[src/rtl/uart_rx_if.sv]
// uart_rx_if: receive-word handshake between uart_rx and its consumer.
//   uart_rxdata  : received word (driven by master)
//   uart_rxvalid : word pending (driven by master)
//   uart_rxready : consumer accepts the pending word (driven by slave)
interface uart_rx_if #(parameter int G_DATAWIDTH = 8) ();
  logic [G_DATAWIDTH-1:0] uart_rxdata;
  logic                   uart_rxvalid;
  logic                   uart_rxready;
  modport master (output uart_rxdata, output uart_rxvalid, input uart_rxready);
  modport slave  (input uart_rxdata, input uart_rxvalid, output uart_rxready);
endinterface

[src/rtl/uart_rx.sv]
// uart_rx: oversampling UART receiver with valid/ready word output.
//   clk           : clock, rising edge
//   rst           : synchronous active-low reset
//   rxd           : asynchronous serial line, idle high
//   rx_if         : uart_rx_if.master (uart_rxdata/uart_rxvalid out, uart_rxready in)
//   busy          : frame reception in progress
//   frame_error   : one-cycle pulse, stop bit sampled low
//   overrun_error : one-cycle pulse, word completed over an unconsumed word
// Optional macro UART_RX_MAJORITY_EN: 2-of-3 majority vote around each
// sample point, decision one cycle later than the nominal point.
module uart_rx #(
  parameter int G_DATAWIDTH = 8,
  parameter int G_PRESCALE  = 1302
) (
  input  logic      clk,
  input  logic      rst,
  input  logic      rxd,
  uart_rx_if.master rx_if,
  output logic      busy,
  output logic      frame_error,
  output logic      overrun_error
);
  typedef enum logic [1:0] {IDLE, START, DATA, STOP} state_t;
  state_t state, nxt;
  logic s1, rxs, smp, tick, armed, done_ok, done_bad;
  logic [18:0] cnt;
  logic [3:0] bits;
  logic [G_DATAWIDTH-1:0] sh;
`ifdef UART_RX_MAJORITY_EN
  localparam logic [18:0] OFS = 19'd1;
  logic r1, r2;
  always_ff @(posedge clk)
    if (!rst) {r2, r1} <= 2'b11;
    else {r2, r1} <= {r1, rxs};
  // at cycle N+1: rxs is sample N+1, r1 is N, r2 is N-1
  assign smp = (rxs & r1) | (rxs & r2) | (r1 & r2);
`else
  localparam logic [18:0] OFS = 19'd0;
  assign smp = rxs;
`endif
  localparam logic [18:0] HALF = 19'(4 * G_PRESCALE) + OFS;
  localparam logic [18:0] FULL = 19'(8 * G_PRESCALE);
  // reload so the next decision lands exactly one bit period later
  localparam logic [18:0] RELOAD = 19'd1 + OFS;
  always_ff @(posedge clk)
    if (!rst) {rxs, s1} <= 2'b11;
    else {rxs, s1} <= {s1, rxd};
  assign tick = (state == START) ? (cnt == HALF) : (cnt == FULL + OFS);
  always_ff @(posedge clk)
    if (!rst) state <= IDLE;
    else state <= nxt;
  always_comb begin
    nxt = state;
    unique case (state)
      IDLE:  nxt = (!rxs && armed) ? START : IDLE;
      START: nxt = tick ? (smp ? IDLE : DATA) : START;
      DATA:  nxt = (tick && bits == 4'(G_DATAWIDTH - 1)) ? STOP : DATA;
      STOP:  nxt = tick ? IDLE : STOP;
    endcase
  end
  always_comb begin
    busy     = state != IDLE;
    done_ok  = state == STOP && tick && smp;
    done_bad = state == STOP && tick && !smp;
  end
  always_ff @(posedge clk)
    if (!rst) begin
      cnt                <= '0;
      bits               <= '0;
      sh                 <= '0;
      armed              <= 1'b0;
      rx_if.uart_rxdata  <= '0;
      rx_if.uart_rxvalid <= 1'b0;
      frame_error        <= 1'b0;
      overrun_error      <= 1'b0;
    end else begin
      cnt  <= (state == IDLE) ? 19'd1 : tick ? RELOAD : cnt + 19'd1;
      bits <= (state != DATA) ? 4'd0 : bits + 4'(tick);
      if (state == DATA && tick) sh <= (sh >> 1) | (G_DATAWIDTH'(smp) << (G_DATAWIDTH - 1));
      // a break must see the line return high before another frame starts
      armed              <= done_bad ? 1'b0 : (armed | rxs);
      frame_error        <= done_bad;
      overrun_error      <= done_ok && rx_if.uart_rxvalid && !rx_if.uart_rxready;
      rx_if.uart_rxdata  <= done_ok ? sh : rx_if.uart_rxdata;
      rx_if.uart_rxvalid <= done_ok | (rx_if.uart_rxvalid & ~rx_if.uart_rxready);
    end
endmodule

[src/flat_wrapper.sv]
// flat-port wrapper written by rule: the top's interface ports become plain ports
module uart_rx_flat 
#(
  parameter int G_DATAWIDTH = 8,
  parameter int G_PRESCALE  = 1302
)
  (clk, rst, rxd, busy, frame_error, overrun_error, rx_if_uart_rxdata, rx_if_uart_rxvalid, rx_if_uart_rxready);
  uart_rx_if #(.G_DATAWIDTH(G_DATAWIDTH)) rx_if_i ();
  input  logic clk;
  input  logic rst;
  input  logic rxd;
  output logic busy;
  output logic frame_error;
  output logic overrun_error;
  output wire logic [$bits(rx_if_i.uart_rxdata)-1:0] rx_if_uart_rxdata;
  output wire logic [$bits(rx_if_i.uart_rxvalid)-1:0] rx_if_uart_rxvalid;
  input wire logic [$bits(rx_if_i.uart_rxready)-1:0] rx_if_uart_rxready;
  assign rx_if_uart_rxdata = rx_if_i.uart_rxdata;
  assign rx_if_uart_rxvalid = rx_if_i.uart_rxvalid;
  assign rx_if_i.uart_rxready = rx_if_uart_rxready;
  uart_rx #(.G_DATAWIDTH(G_DATAWIDTH), .G_PRESCALE(G_PRESCALE)) u_core (.clk(clk), .rst(rst), .rxd(rxd), .rx_if(rx_if_i), .busy(busy), .frame_error(frame_error), .overrun_error(overrun_error));
endmodule
[config.mk]
export PLATFORM = sky130hd
export DESIGN_NAME = uart_rx_flat
export DESIGN_NICKNAME = d
export VERILOG_FILES = /design/src/rtl/uart_rx_if.sv /design/src/rtl/uart_rx.sv /design/src/flat_wrapper.sv
export SDC_FILE = /design/constraint.sdc
export NUM_CORES = 1
export LEC_CHECK = 0
export CAP_MARGIN = 20
export CORE_UTILIZATION = 48
export CTS_CLUSTER_SIZE = 28
export DETAILED_ROUTE_END_ITERATION = 8
export DONT_BUFFER_PORTS = 1
export GPL_ROUTABILITY_DRIVEN = 0
export MAX_ROUTING_LAYER = met4
export PLACE_DENSITY = 0.61
export SETUP_SLACK_MARGIN = 0.3
export SYNTH_ARGS = -nofsm -noshare
export SYNTH_HDL_FRONTEND = slang
export SYNTH_SLANG_ARGS = --single-unit
export TNS_END_PERCENT = 50
[constraint.sdc]
create_clock -name clk -period 3.05 [get_ports clk]
set_clock_uncertainty 0.15 [all_clocks]
set_input_delay 0.61 -clock clk [delete_from_list [all_inputs] [get_ports clk]]
set_output_delay 0.61 -clock clk [all_outputs]
set_load 0.02 [all_outputs]
# [Yosys cells after proc, flatten, opt, wreduce, memory -nomap -nowiden]
# Cells that the tools add are included.
[word_totals] memories=0 elab_cells=51 mem_bits_ro=0 out_inout_bits=12 inputBits=4 latchBits=0 regBits=47 mem_bits_rw=0
[classes] eq_ne=7 n_bitwise=6 div=0 n_lt_le_gt_ge=0 addsub=2 reduce_logical=15 multipliers=0 muxes=9 shift=0
[ops] op="adder 19 x 1 -> 19 bit, second input constant" count=1
[ops] op="equality test 19 x 13 -> 1 bit, second input constant" count=1
[ops] op="equality test 19 x 14 -> 1 bit, second input constant" count=1
[ops] op="logical AND 1 bit" count=8
[ops] op="bitwise OR 7 x 8 -> 8 bit" count=1
[ops] op="case mux 2 bit (4 select lines)" count=1
[ops] op="2-to-1 mux 2 bit" count=3
[ops] op="2-to-1 mux 1 bit" count=5
[ops] op="adder 4 x 1 -> 4 bit" count=1
[ops] op="equality test 2 bit, second input constant" count=2
[ops] op="equality test 4 x 3 -> 1 bit, second input constant" count=1
[ops] op="OR reduction 2 bit" count=2
[ops] op="OR reduction 3 bit" count=1
[ops] op="equality test 2 x 1 -> 1 bit, second input constant" count=1
[ops] op="zero test 1 bit" count=2
[ops] op="zero test 2 bit" count=1
[ops] op="inequality test 2 bit, second input constant" count=1
[ops] op="inverter 1 bit" count=2
[ops] op="bitwise OR 1 bit" count=2
[ops] op="nonzero test 2 bit" count=1
[ops] op="bitwise AND 1 bit" count=1

# [Logic depth before layout (Yosys ltp)]
[depth] ltp_word=6 depth_mapped=10 depth_no_buf=9

# [Worst setup path before layout]
# No wires, ideal clock.
[synth_path] path_kind="register to register" start="register u_core.cnt[0]" end="register u_core.bits[1]" arrival_time_ns=1.937 stages_incl_launch_ff=10 required_time_ns=2.785 period_less_slack_ns=2.202 path_slack_ns=0.848 setup_ns=0.115 path_buffers=1 path_cell_list="dfxtp_1 -> inv_1 -> ha_1 -> nor4bb_1 -> nand4_1 -> a21oi_4 -> buf_2 -> ha_1 -> ha_1 -> and2_1"
[synth_via] elab_chain_len=3 elab_cells_between_ends=4 classes_between="1 x add/sub; 2 x eq/ne; 1 x mux"
[synth_lines] item="start: declaration" line_no="uart_rx.sv:26" rtl="logic [18:0] cnt;"
[synth_lines] item="start signal: assignment" line_no="uart_rx.sv:77" rtl="cnt <= (state == IDLE) ? 19'd1 : tick ? RELOAD : cnt + 19'd1;"
[synth_lines] item="equality test 19 x 14 -> 1 bit / equality test 19 x 13 -> 1 bit (equally long branches)" line_no="uart_rx.sv:48" rtl="assign tick = (state == START) ? (cnt == HALF) : (cnt == FULL + OFS);"
[synth_lines] item="2-to-1 mux 1 bit *" line_no="uart_rx.sv:48"
[synth_lines] item="adder 4 x 1 -> 4 bit *" line_no="uart_rx.sv:78" rtl="bits <= (state != DATA) ? 4'd0 : bits + 4'(tick);"
[synth_lines] item="end signal: assignment" line_no="uart_rx.sv:78"
[synth_lines] item="end: declaration" line_no="uart_rx.sv:27" rtl="logic [3:0] bits;"
# Mark *: on every way between the ends. The rest lies on a longest branch, timed or not.
# A chain may end at the register's enable or synchronous reset.

# [Final worst setup path]
[layout_path] start="register u_core.state[1]" end="register u_core.bits[1]"
[layout_via] elab_chain_len=3 elab_cells_between_ends=5 classes_between="1 x add/sub; 2 x eq/ne; 1 x mux; 1 x reduce/logical"
[layout_lines] item="start: declaration" line_no="uart_rx.sv:24" rtl="state_t state, nxt;"
[layout_lines] item="start signal: assignment" line_no="uart_rx.sv:51" rtl="else state <= nxt;"
[layout_lines] item="equality test 2 x 1 -> 1 bit" line_no="uart_rx.sv:48"
[layout_lines] item="2-to-1 mux 1 bit" line_no="uart_rx.sv:48"
[layout_lines] item="adder 4 x 1 -> 4 bit" line_no="uart_rx.sv:78"
# Parallel ways exist; a longest one is shown, timed or not.

==> parameters.txt <==
Parameter                              Value

Status
  Run status ... finished, final reports clean

Global route
  Pin count of the biggest net entering global routing ... 30
  Total gr overflow ... 0
  Number of global-route vias before repair ... 1331
  Antenna violations before repair ... 0
  Wire length of the first global-routing pass ... 6.36 mm
  Global router's overall resource usage ... 0.191

Timing
  Share of the clock period used by the worst path ... 0.703
  Worst slew margin relative to its limit ... 0.552
  Minimum clock period ... 2.14 ns
  Slew at the pin closest to its max-slew limit ... 0.673 ns
  Fmax achieved ... 0.466 GHz
  Sum Neg Setup Slack ... 0 ns
  Total of endpoints with negative setup slack in the final report ... 0
  Max-slew violation count ... 0
  Number of endpoints with negative hold slack in the final report ... 0
  Unrepaired setup endpoints after global routing ... false

Power
  Worst-case vdd ir drop ... 336 uV
  Total chip power ... 0.00110 W
  Power density cells ... 494 nW/um2
  Leakage ... 0.740 nW

Drt
  Routed via count ... 1558
  Number of DRC violations after detailed-routing iteration 0 ... 88
  Drt wl/cell ... 14.9 um
  Vias/cell ... 5.86
  First-pass detailed-route iteration total ... 4
  Final routed DRC violation total ... 0
  Post-DRT Antenna Nets ... 0
  Overall routed net length ... 3.96 mm

Final layout
  Most common cell after layout, fill and taps aside ... dfxtp_1
  Final-layout fill cell count ... 397
  Synthesis-to-layout area growth ... 4.47%
  Area of the multi-input gates ... 1060 um2
  Register area ... 941 um2
  Fraction of layout instances using a drive strength above 1 ... 0.0833
  Number of antenna diodes ... 0
  Net total in the final layout ... 223
  Most frequent cells in the layout ... dfxtp_1 (47), nand2_1 (25), mux2i_1 (17)

Clock network
  # clock sinks ... 47
  Clock edge transition at the registers on the reported setup and hold paths ... 0.09 ns
  Cell chosen for the clock root ... clkbuf_8
  Depth of the CTS H-tree ... 2
  Post-CTS Repair Setup Buffers ... 0
  Hold bufs inserted after CTS ... 0
  Num CTS Buffers ... 5
  Post-CTS resize count ... 0
  Clock network latency to the later pin of the worst-skew pair ... 0.30 ns
  Clock tree from TritonCTS ... built
  Max Buffers Root-to-Sink ... 2

Place
  Port Buffer Count ... 0
  Detail Placement HPWL ... 2.72 mm

Synth
  Post-synth top area cell ... dfxtp_1
  EDFF count, synth ... 0
  Area share of the largest cell type after synthesis ... 0.442
  Biggest area contributors in the synthesized netlist ... dfxtp_1 (44%), mux2i_1 (8.0%), nand2_1 (4.4%)
  Post-Syn Instances ... 218
  Average cell area after synthesis ... 9.77 um2
  Share of flip-flops with an asynchronous set or reset ... 0
  Top_reg_cell synth ... dfxtp_1
  Synth warn ... 0
  Synth Register Bits ... 47
  Register area share after synthesis ... 0.442
  Post-synthesis net count ... 226
  Distinct cell type count of the synthesized netlist ... 47
  Cell area after technology mapping ... 2130 um2

Critical path
  Type of the setup path with the least slack ... reg -> reg
  Worst R2R Path Depth ... 6
  Crit path max fanout ... 10
  Worst endpoint required time ... 3.11 ns
  Reg-to-reg slack, setup ... 0.91 ns
  Arr. time, crit path ... 2.20 ns
  Startpoint type of the worst setup path ... flip-flop
  Endpoint kind of the worst setup timing path ... flip-flop

Floorplan
  Area of the die ... 4710 um2
  Overall die width ... 68.6 um
  Height of the chip ... 68.6 um
  FP Rows ... 23
  Effective utilization at floorplan ... 0.517
  Core Footprint ... 4120 um2
  Number of top-level pins ... 16

Min path
  WHS Path Cells ... 1
  Hold Crit Class ... in -> reg

Run
  Number of max-capacitance violations reported ... 0
-- per-layer routing --
metal	part of all wire	GRT usage
met3	0.028	0.0493
met5	0	-
met4	0.013	0.0651
met1	0.50	0.251
met2	0.46	0.282
-- sequential cells by signal, summed over array words and instances, names as in the netlist --
signal,flops
u_core.rx_if.uart_rxvalid,1
u_core.cnt,19
u_core.bits,4
u_core.armed,1
u_core.rx_if.uart_rxdata,8
u_core.overrun_error,1
u_core.sh,8
u_core.state,2
u_core.rxs,1
u_core.frame_error,1
u_core.s1,1
-- critical path: stages, from the launching register on --
cell     delay, ns
dfxtp_1       0.50
nor2b_1       0.14
or4b_4        0.57
a21oi_4       0.15
ha_1          0.19
ha_1          0.22
and2_1        0.13
-- synthesized netlist by cell type, types with 2 or more instances --
cell,instances
a211oi_1,7
and2_1,2
and4_1,7
buf_2,2
buf_6,4
clkbuf_2,2
dfxtp_1,47
ha_1,4
inv_1,7
mux2i_1,17
nand2_1,25
nand2b_1,2
nand3_1,11
nand4_1,9
nor2_1,7
nor2b_1,4
nor3_1,15
o21ai_0,3
o31ai_1,2
or3_1,2
xnor2_1,9
xor2_1,5
-- logic make-up after synthesis --
group | count (synthesis) | share of synthesized area
AO/OA/AOI/OAI | 21 | 0.0823
XOR/XNOR | 14 | 0.0576
adder cells (fa/ha/maj) | 4 | 0.0235
buffers and inverters | 19 | 0.0588
flip-flops | 47 | 0.442
multiplexers | 17 | 0.0799
AND/OR/NAND/NOR | 96 | 0.256
-- report_power, final --
part	switching (W)	total (W)	internal [W]	leakage [nW]
Combinational	0.00000671	0.0000114	0.00000469	0.302
Sequential	0.00000346	0.000620	0.000617	0.380
Clock	0.000219	0.000468	0.000248	0.0587
-- cell type report --
class	instances	area share
Clock inverter	3	0.0214
Timing Repair Buffer	2	0.00675
Inverter	7	0.0118
Sequential cell	47	0.423
Clock buffer	5	0.0309
Multi-Input combinational cell	152	0.478
Tap cell	50	0.0281
-- through the flow --
stage | setup WS [ns] | hold slack, ns | instance area (um2) | cells | utilization
after detailed placement | 0.906 | 0.248 | 2110 | 258 | 0.512
after global routing | 0.733 | 0.222 | 2220 | 266 | 0.541
after global placement | 0.966 | 0.249 | 2110 | 258 | 0.512
after floorplan | 0.848 | 0.236 | 2130 | 218 | -
after CTS | 0.906 | 0.221 | 2220 | 266 | 0.541
final | 0.906 | 0.228 | 2220 | 266 | 0.541
-- worst paths after layout --
| kind | from | to |
|---|---|---|
| worst max-delay path | u_core.state[1] | u_core.bits[1] |
| worst min-delay path | rst | u_core.s1 |
| worst max register to register | u_core.state[1] | u_core.bits[1] |
| worst min register to register | u_core.s1 | u_core.rxs |
(Power assumes the default switching activity.)
